## config.mk

```make
export PLATFORM = sky130hd
export DESIGN_NAME = noc_ring_arbiter
export DESIGN_NICKNAME = d
export VERILOG_FILES = /design/src/rtl/aie_noc_pkg.sv /design/src/rtl/noc_ring_arbiter_rr_pick.sv /design/src/rtl/noc_ring_arbiter.sv
export SDC_FILE = /design/constraint.sdc
export NUM_CORES = 1
export LEC_CHECK = 0
export CAP_MARGIN = 30
export CELL_PAD_IN_SITES_DETAIL_PLACEMENT = 1
export CELL_PAD_IN_SITES_GLOBAL_PLACEMENT = 1
export CORE_MARGIN = 1
export CORE_UTILIZATION = 28
export CTS_BUF_LIST = sky130_fd_sc_hd__clkbuf_8
export DETAILED_ROUTE_END_ITERATION = 12
export GPL_TIMING_DRIVEN = 0
export HOLD_SLACK_MARGIN = 0.15
export PLACE_DENSITY = 0.84
export SETUP_SLACK_MARGIN = 0.15
export SYNTH_ARGS = -nofsm -noshare
export SYNTH_HDL_FRONTEND = slang
export SYNTH_SLANG_ARGS = --single-unit
```

## constraint.sdc

```tcl
create_clock -name clk -period 3.4 [get_ports clk]
set_input_delay 0.68 -clock clk [delete_from_list [all_inputs] [get_ports clk]]
set_output_delay 0.68 -clock clk [all_outputs]
set_load 0.05 [all_outputs]
```

## src/rtl/aie_noc_pkg.sv

```systemverilog
// rtl/aie_noc_pkg.sv - shared types and defaults for the mini-AIE NoC ring arbiter
package aie_noc_pkg;

  typedef enum logic {
    IDLE  = 1'b0,
    BURST = 1'b1
  } arb_state_t;

  localparam int NOC_DATA_WIDTH = 8;
  localparam int NOC_NUM_REQ    = 4;
  localparam int STAT_WIDTH     = 8;

endpackage

```

## src/rtl/noc_ring_arbiter_rr_pick.sv

```systemverilog
// rtl/noc_ring_arbiter_rr_pick.sv - combinational round-robin picker (module rr_pick)
module rr_pick #(
  parameter int NUM_REQ = 4
) (
  input  logic [NUM_REQ-1:0]         req,
  input  logic [$clog2(NUM_REQ)-1:0] start,
  input  logic [NUM_REQ-1:0]         exclude,
  output logic                       valid,
  output logic [$clog2(NUM_REQ)-1:0] winner
);

  localparam int IDX_W = $clog2(NUM_REQ);

  logic [NUM_REQ-1:0] cand;

  // Search begins one past start and wraps, so start itself is checked last.
  always_comb begin
    int idx;
    cand   = req & ~exclude;
    valid  = 1'b0;
    winner = '0;
    idx    = 0;
    for (int k = 1; k <= NUM_REQ; k++) begin
      idx = int'(start) + k;
      if (idx >= NUM_REQ) idx = idx - NUM_REQ;
      if (!valid && cand[idx]) begin
        valid  = 1'b1;
        winner = IDX_W'(idx);
      end
    end
  end

endmodule

```

## src/rtl/noc_ring_arbiter.sv

```systemverilog
// rtl/noc_ring_arbiter.sv - round-robin burst arbiter onto one ring-FIFO write port
// Optional per-requester grant statistics: NOC_ARB_STATS_EN
module noc_ring_arbiter
  import aie_noc_pkg::*;
#(
  parameter int NUM_REQ    = NOC_NUM_REQ,
  parameter int DATA_WIDTH = NOC_DATA_WIDTH,
  parameter int MAX_BURST  = 4
) (
  input  logic                          clk,
  input  logic                          rst_n,
  input  logic [NUM_REQ-1:0]            req,
  input  logic [NUM_REQ-1:0]            last,
  input  logic [NUM_REQ*DATA_WIDTH-1:0] data,
  input  logic                          fifo_full,
`ifdef NOC_ARB_STATS_EN
  input  logic [$clog2(NUM_REQ)-1:0]    stat_sel,
  output logic [STAT_WIDTH-1:0]         stat_cnt,
`endif
  output logic [NUM_REQ-1:0]            gnt,
  output logic [NUM_REQ-1:0]            ack,
  output logic                          fifo_wr_en,
  output logic [DATA_WIDTH-1:0]         fifo_data,
  output logic                          busy
);

  localparam int IDX_W = $clog2(NUM_REQ);
  localparam int CNT_W = $clog2(MAX_BURST) + 1;

  arb_state_t         state;
  logic [IDX_W-1:0]   rr_ptr;
  logic [CNT_W-1:0]   beat_cnt;

  logic [IDX_W-1:0]   cur_idx;
  logic               cur_req;
  logic               cur_last;
  logic               beat_limit;
  logic               burst_release;
  logic               burst_abandon;
  logic               end_burst;

  logic [IDX_W-1:0]   pick_start;
  logic [NUM_REQ-1:0] pick_exclude;
  logic               pick_valid;
  logic [IDX_W-1:0]   pick_winner;
  logic [NUM_REQ-1:0] pick_onehot;

  always_comb begin
    cur_idx = '0;
    for (int i = 0; i < NUM_REQ; i++) begin
      if (gnt[i]) cur_idx = IDX_W'(i);
    end
  end

  assign cur_req    = |(gnt & req);
  assign cur_last   = |(gnt & last);
  assign ack        = gnt & req & {NUM_REQ{~fifo_full}};
  assign fifo_wr_en = |ack;

  always_comb begin
    fifo_data = '0;
    for (int i = 0; i < NUM_REQ; i++) begin
      if (ack[i]) fifo_data = data[i*DATA_WIDTH +: DATA_WIDTH];
    end
  end

  assign beat_limit    = (beat_cnt == CNT_W'(MAX_BURST - 1));
  assign burst_release = (state == BURST) && fifo_wr_en && (cur_last || beat_limit);
  assign burst_abandon = (state == BURST) && !cur_req;
  assign end_burst     = burst_release || burst_abandon;

  // During a burst the picker looks past the current owner and skips it,
  // so a releasing requester cannot win the back-to-back regrant.
  assign pick_start   = (state == BURST) ? cur_idx : rr_ptr;
  assign pick_exclude = (state == BURST) ? gnt : '0;
  assign pick_onehot  = {{(NUM_REQ-1){1'b0}}, 1'b1} << pick_winner;

  rr_pick #(
    .NUM_REQ (NUM_REQ)
  ) u_rr_pick (
    .req     (req),
    .start   (pick_start),
    .exclude (pick_exclude),
    .valid   (pick_valid),
    .winner  (pick_winner)
  );

  always_ff @(posedge clk or negedge rst_n) begin
    if (!rst_n) begin
      state    <= IDLE;
      gnt      <= '0;
      busy     <= 1'b0;
      rr_ptr   <= IDX_W'(NUM_REQ - 1);
      beat_cnt <= '0;
    end else begin
      case (state)
        IDLE: begin
          if (pick_valid) begin
            state    <= BURST;
            gnt      <= pick_onehot;
            busy     <= 1'b1;
            beat_cnt <= '0;
          end
        end
        BURST: begin
          if (end_burst) begin
            rr_ptr   <= cur_idx;
            beat_cnt <= '0;
            if (pick_valid) begin
              gnt <= pick_onehot;
            end else begin
              state <= IDLE;
              gnt   <= '0;
              busy  <= 1'b0;
            end
          end else if (fifo_wr_en) begin
            beat_cnt <= beat_cnt + CNT_W'(1);
          end
        end
        default: begin
          state <= IDLE;
          gnt   <= '0;
          busy  <= 1'b0;
        end
      endcase
    end
  end

`ifdef NOC_ARB_STATS_EN
  logic                  grant_edge;
  logic [STAT_WIDTH-1:0] stat_q [NUM_REQ];

  assign grant_edge = pick_valid && ((state == IDLE) || end_burst);

  always_ff @(posedge clk or negedge rst_n) begin
    if (!rst_n) begin
      for (int i = 0; i < NUM_REQ; i++) stat_q[i] <= '0;
    end else if (grant_edge && (stat_q[pick_winner] != {STAT_WIDTH{1'b1}})) begin
      stat_q[pick_winner] <= stat_q[pick_winner] + STAT_WIDTH'(1);
    end
  end

  assign stat_cnt = (int'(stat_sel) < NUM_REQ) ? stat_q[stat_sel] : '0;
`endif

endmodule

```

==> results of run 1 <==
per-stage QoR:
stage / power, mW / instances
floorplan: 0.722 / 136
global route: 1.16 / 245
CTS: 1.10 / 245
global placement: 0.939 / 242
finish: 1.10 / 245
detailed placement: 0.972 / 242
report_power, final:
part	internal, mW	total [mW]	switching, mW
clock	0.0792	0.128	0.0488
sequential	0.184	0.216	0.0320
combinational	0.283	0.751	0.469
final cells by class:
cell class | count | area (um2) | area share (%)
clock buffers | 3 | 41.3 | 2.36
multi-input cells | 111 | 734 | 42.0
plain buffers | 8 | 42.5 | 2.43
flip-flops and latches | 11 | 278 | 15.9
well taps | 46 | 57.6 | 3.29
clock inverters | 1 | 3.75 | 0.215
inverters | 5 | 18.8 | 1.07
repair buffers | 60 | 573 | 32.8
sequential cells by signal, indices dropped and copies added, names as in the netlist:
name and cells:
gnt 4, beat_cnt 3, rr_ptr 2, busy 1, state 1
synthesized netlist by cell type, types with 2 or more instances:
master     number
a31oi_1         2
a21boi_0        2
and3_1          2
dfrtp_1         9
nand2_1        20
o21bai_1        2
buf_2           5
ha_1            3
o221ai_1        2
o21ai_1         3
a21o_1          2
o2bb2ai_1       2
a21oi_1        11
dfstp_2         2
nand3_1         2
a32oi_1         8
nor2_1         15
a22o_1          3
o21ai_0         8
clkbuf_1        3
inv_1           5
nand2b_1        2
worst min-delay path, delay by kind of cell, from the launching register on:
family / cells / cell delay (ps)
flops: 1 / 340
simple gates: 1 / 50
compound gates: 1 / 60
routing by layer:
metal | wire [um] | global-route usage (%)
met5 | 0 | 0
met1 | 1900 | 29.3
met3 | 128 | 3.65
met4 | 64 | 4.36
met2 | 2230 | 36.5
final timing paths:
kind	slack, ps	to	cells past startpoint
min in group asynchronous	790	gnt[2]$_DFFE_PN0P_	1
setup / recovery	190	ack[0]	4
hold reg to reg	490	beat_cnt[2]$_DFFE_PN0P_	2
max in group asynchronous	2250	rr_ptr[0]$_DFFE_PN1P_	1
hold / removal	490	beat_cnt[2]$_DFFE_PN0P_	2
setup reg to reg	1300	busy$_DFFE_PN0P_	5
timing repair:
item | 4_1_cts | 5_1_grt
setup endpoints to repair | 13 | 9
gates cloned | 0 | 0
gates resized for setup | 32 | 16
logic make-up (layout without fill, tap and decap cells):
family,Yosys count,count (layout),synth area share [%]
buffers and inverters,14,77,6.05
flip-flops,11,11,26.9
AO/OA/AOI/OAI,55,55,38.1
adder cells (fa/ha/maj),3,3,3.63
AND/OR/NAND/NOR,53,53,25.3
==> results.toml, run 1 <==
[sta]
hold_slack_ps = 488
fmax_ghz = 0.312
rsz0062_at_grt = "yes"
fin_skew_ps = 1.61
relSlewSlack_pct = 55.7
tns_ps = 0
post-route-period-util_pct = 94.4
hold_viol_final = 0
slew_violations = 0
final.min_clock_period_ps = 3210
postLayoutSetupSlackWorst_ps = 190
setup_viol_count_final = 0
max_slew.worst_pin.slew_ps = 660

[clock_tree]
clock_sinks = 11
cts_hold_buffers = 0
cts.clk_slew.worst_paths_ps = 50
ctsRootBufferMaster = "clkbuf_8"
cts_made_buffers = 3
cts_buffer_depth = 2
htreeDepth = 1
cts_tree = "yes"
insertion_delay_ps = 240
postCtsSetupBuffers = 0

[synth]
yosysTopAreaCellShare_pct = 21.8
synth_seq_cells = 11
synth_area_um2 = 1030
syn_nets = 182
yosysSeqAreaShare_pct = 26.9
yosysWarnings = 0
synth_top_area_cell = "dfrtp_1"
yosys-top-cells-area = "dfrtp_1, nand2_1, a32oi_1, nor2_1, a21oi_1"
synth_cell_types = 45
netlist_instances = 136
synth_ff_type = "dfrtp_1"
synth_edf_count = 0
async_flop_share_pct = 100
syn_avg_cell_area_um2 = 7.60

[min_path]
hp-start = "beat_cnt[2]$_DFFE_PN0P_"
hp-class = "register to register"

[floorplanning]
core_um2 = 3440
initial_core_util_pct = 30.0
die_h_um = 62.8
die_area_um2 = 3940
ios = 61
die_w_um = 62.8
row_count = 21

[worst_setup_path]
critical-path-max-stage-delay_ps = 840
cp_cell_sequence = "clkdlybuf4s50_1 -> and3b_1 -> clkbuf_2 -> clkdlybuf4s50_1"
timing.rr.start = "gnt[0]$_DFFE_PN0P_"
crit_path_end_kind = "output pin"
path_common_cell = "clkdlybuf4s50_1"
cp_num_buf_inv = 3
required_ps = 2720
cp_top_family = "buffers and inverters"
critical_path.slowest_cell = "clkdlybuf4s50_1"
start_kind = "input pin"
crit_path_start = "req[0]"
crit_fanout = 9
path_class = "input pin to output pin"
arrival_ps = 2530

[routing]
vias = 1304
drt_iter0_markers = 119
wirelength_um = 4320
dr.pass1.iters = 4
drc_errors = 0
drt.antenna.violating_nets = 0
vias_per_cell = 5.32
post_drt_wl_per_cell_um = 17.6

[global_route]
grt_usage_pct = 21.8
grt_start_max_net_pins = 12
grt_pass1_wl_um = 6690
antenna_found_initial = 0
grt_pass1_vias = 1320
grt_overflow = 0

[finish]
final_cell_mix = "clkdlybuf4s50_1, nand2_1, nor2_1"
drive_above_1_share_pct = 17.6
nets = 246
diodes = 0
layout_commonest_cell = "clkdlybuf4s50_1"
syn_to_final_growth_pct = 69.2
final_core_utilization_pct = 50.8
fillers = 435
fin_area_um2 = 1750

[power]
p_leak_nw = 0.739
power_density_nw_per_um2 = 626
peakVddDrop_mv = 0.277

[flow_run]
cap_viol_max_count = 0

[placed_design]
gp_congestion = 0.879
dpl.hpwl_um = 3480
port_buffers = 60
postPlaceCellArea_um2 = 1700
post-place-ws_ps = -516

[outcome]
status = "finished clean"
Power figures use the tool's default switching activity.
==> run 2, diff against run 1 <==
--- a/config.mk
+++ b/config.mk
@@ -12,6 +12,7 @@
 export CORE_UTILIZATION = 28
 export CTS_BUF_LIST = sky130_fd_sc_hd__clkbuf_8
 export DETAILED_ROUTE_END_ITERATION = 12
+export GPL_ROUTABILITY_DRIVEN = 0
 export GPL_TIMING_DRIVEN = 0
 export HOLD_SLACK_MARGIN = 0.15
 export PLACE_DENSITY = 0.84
==> results of run 2 <==
No change in the layout: final DEF, timing and power equal those of run 1.
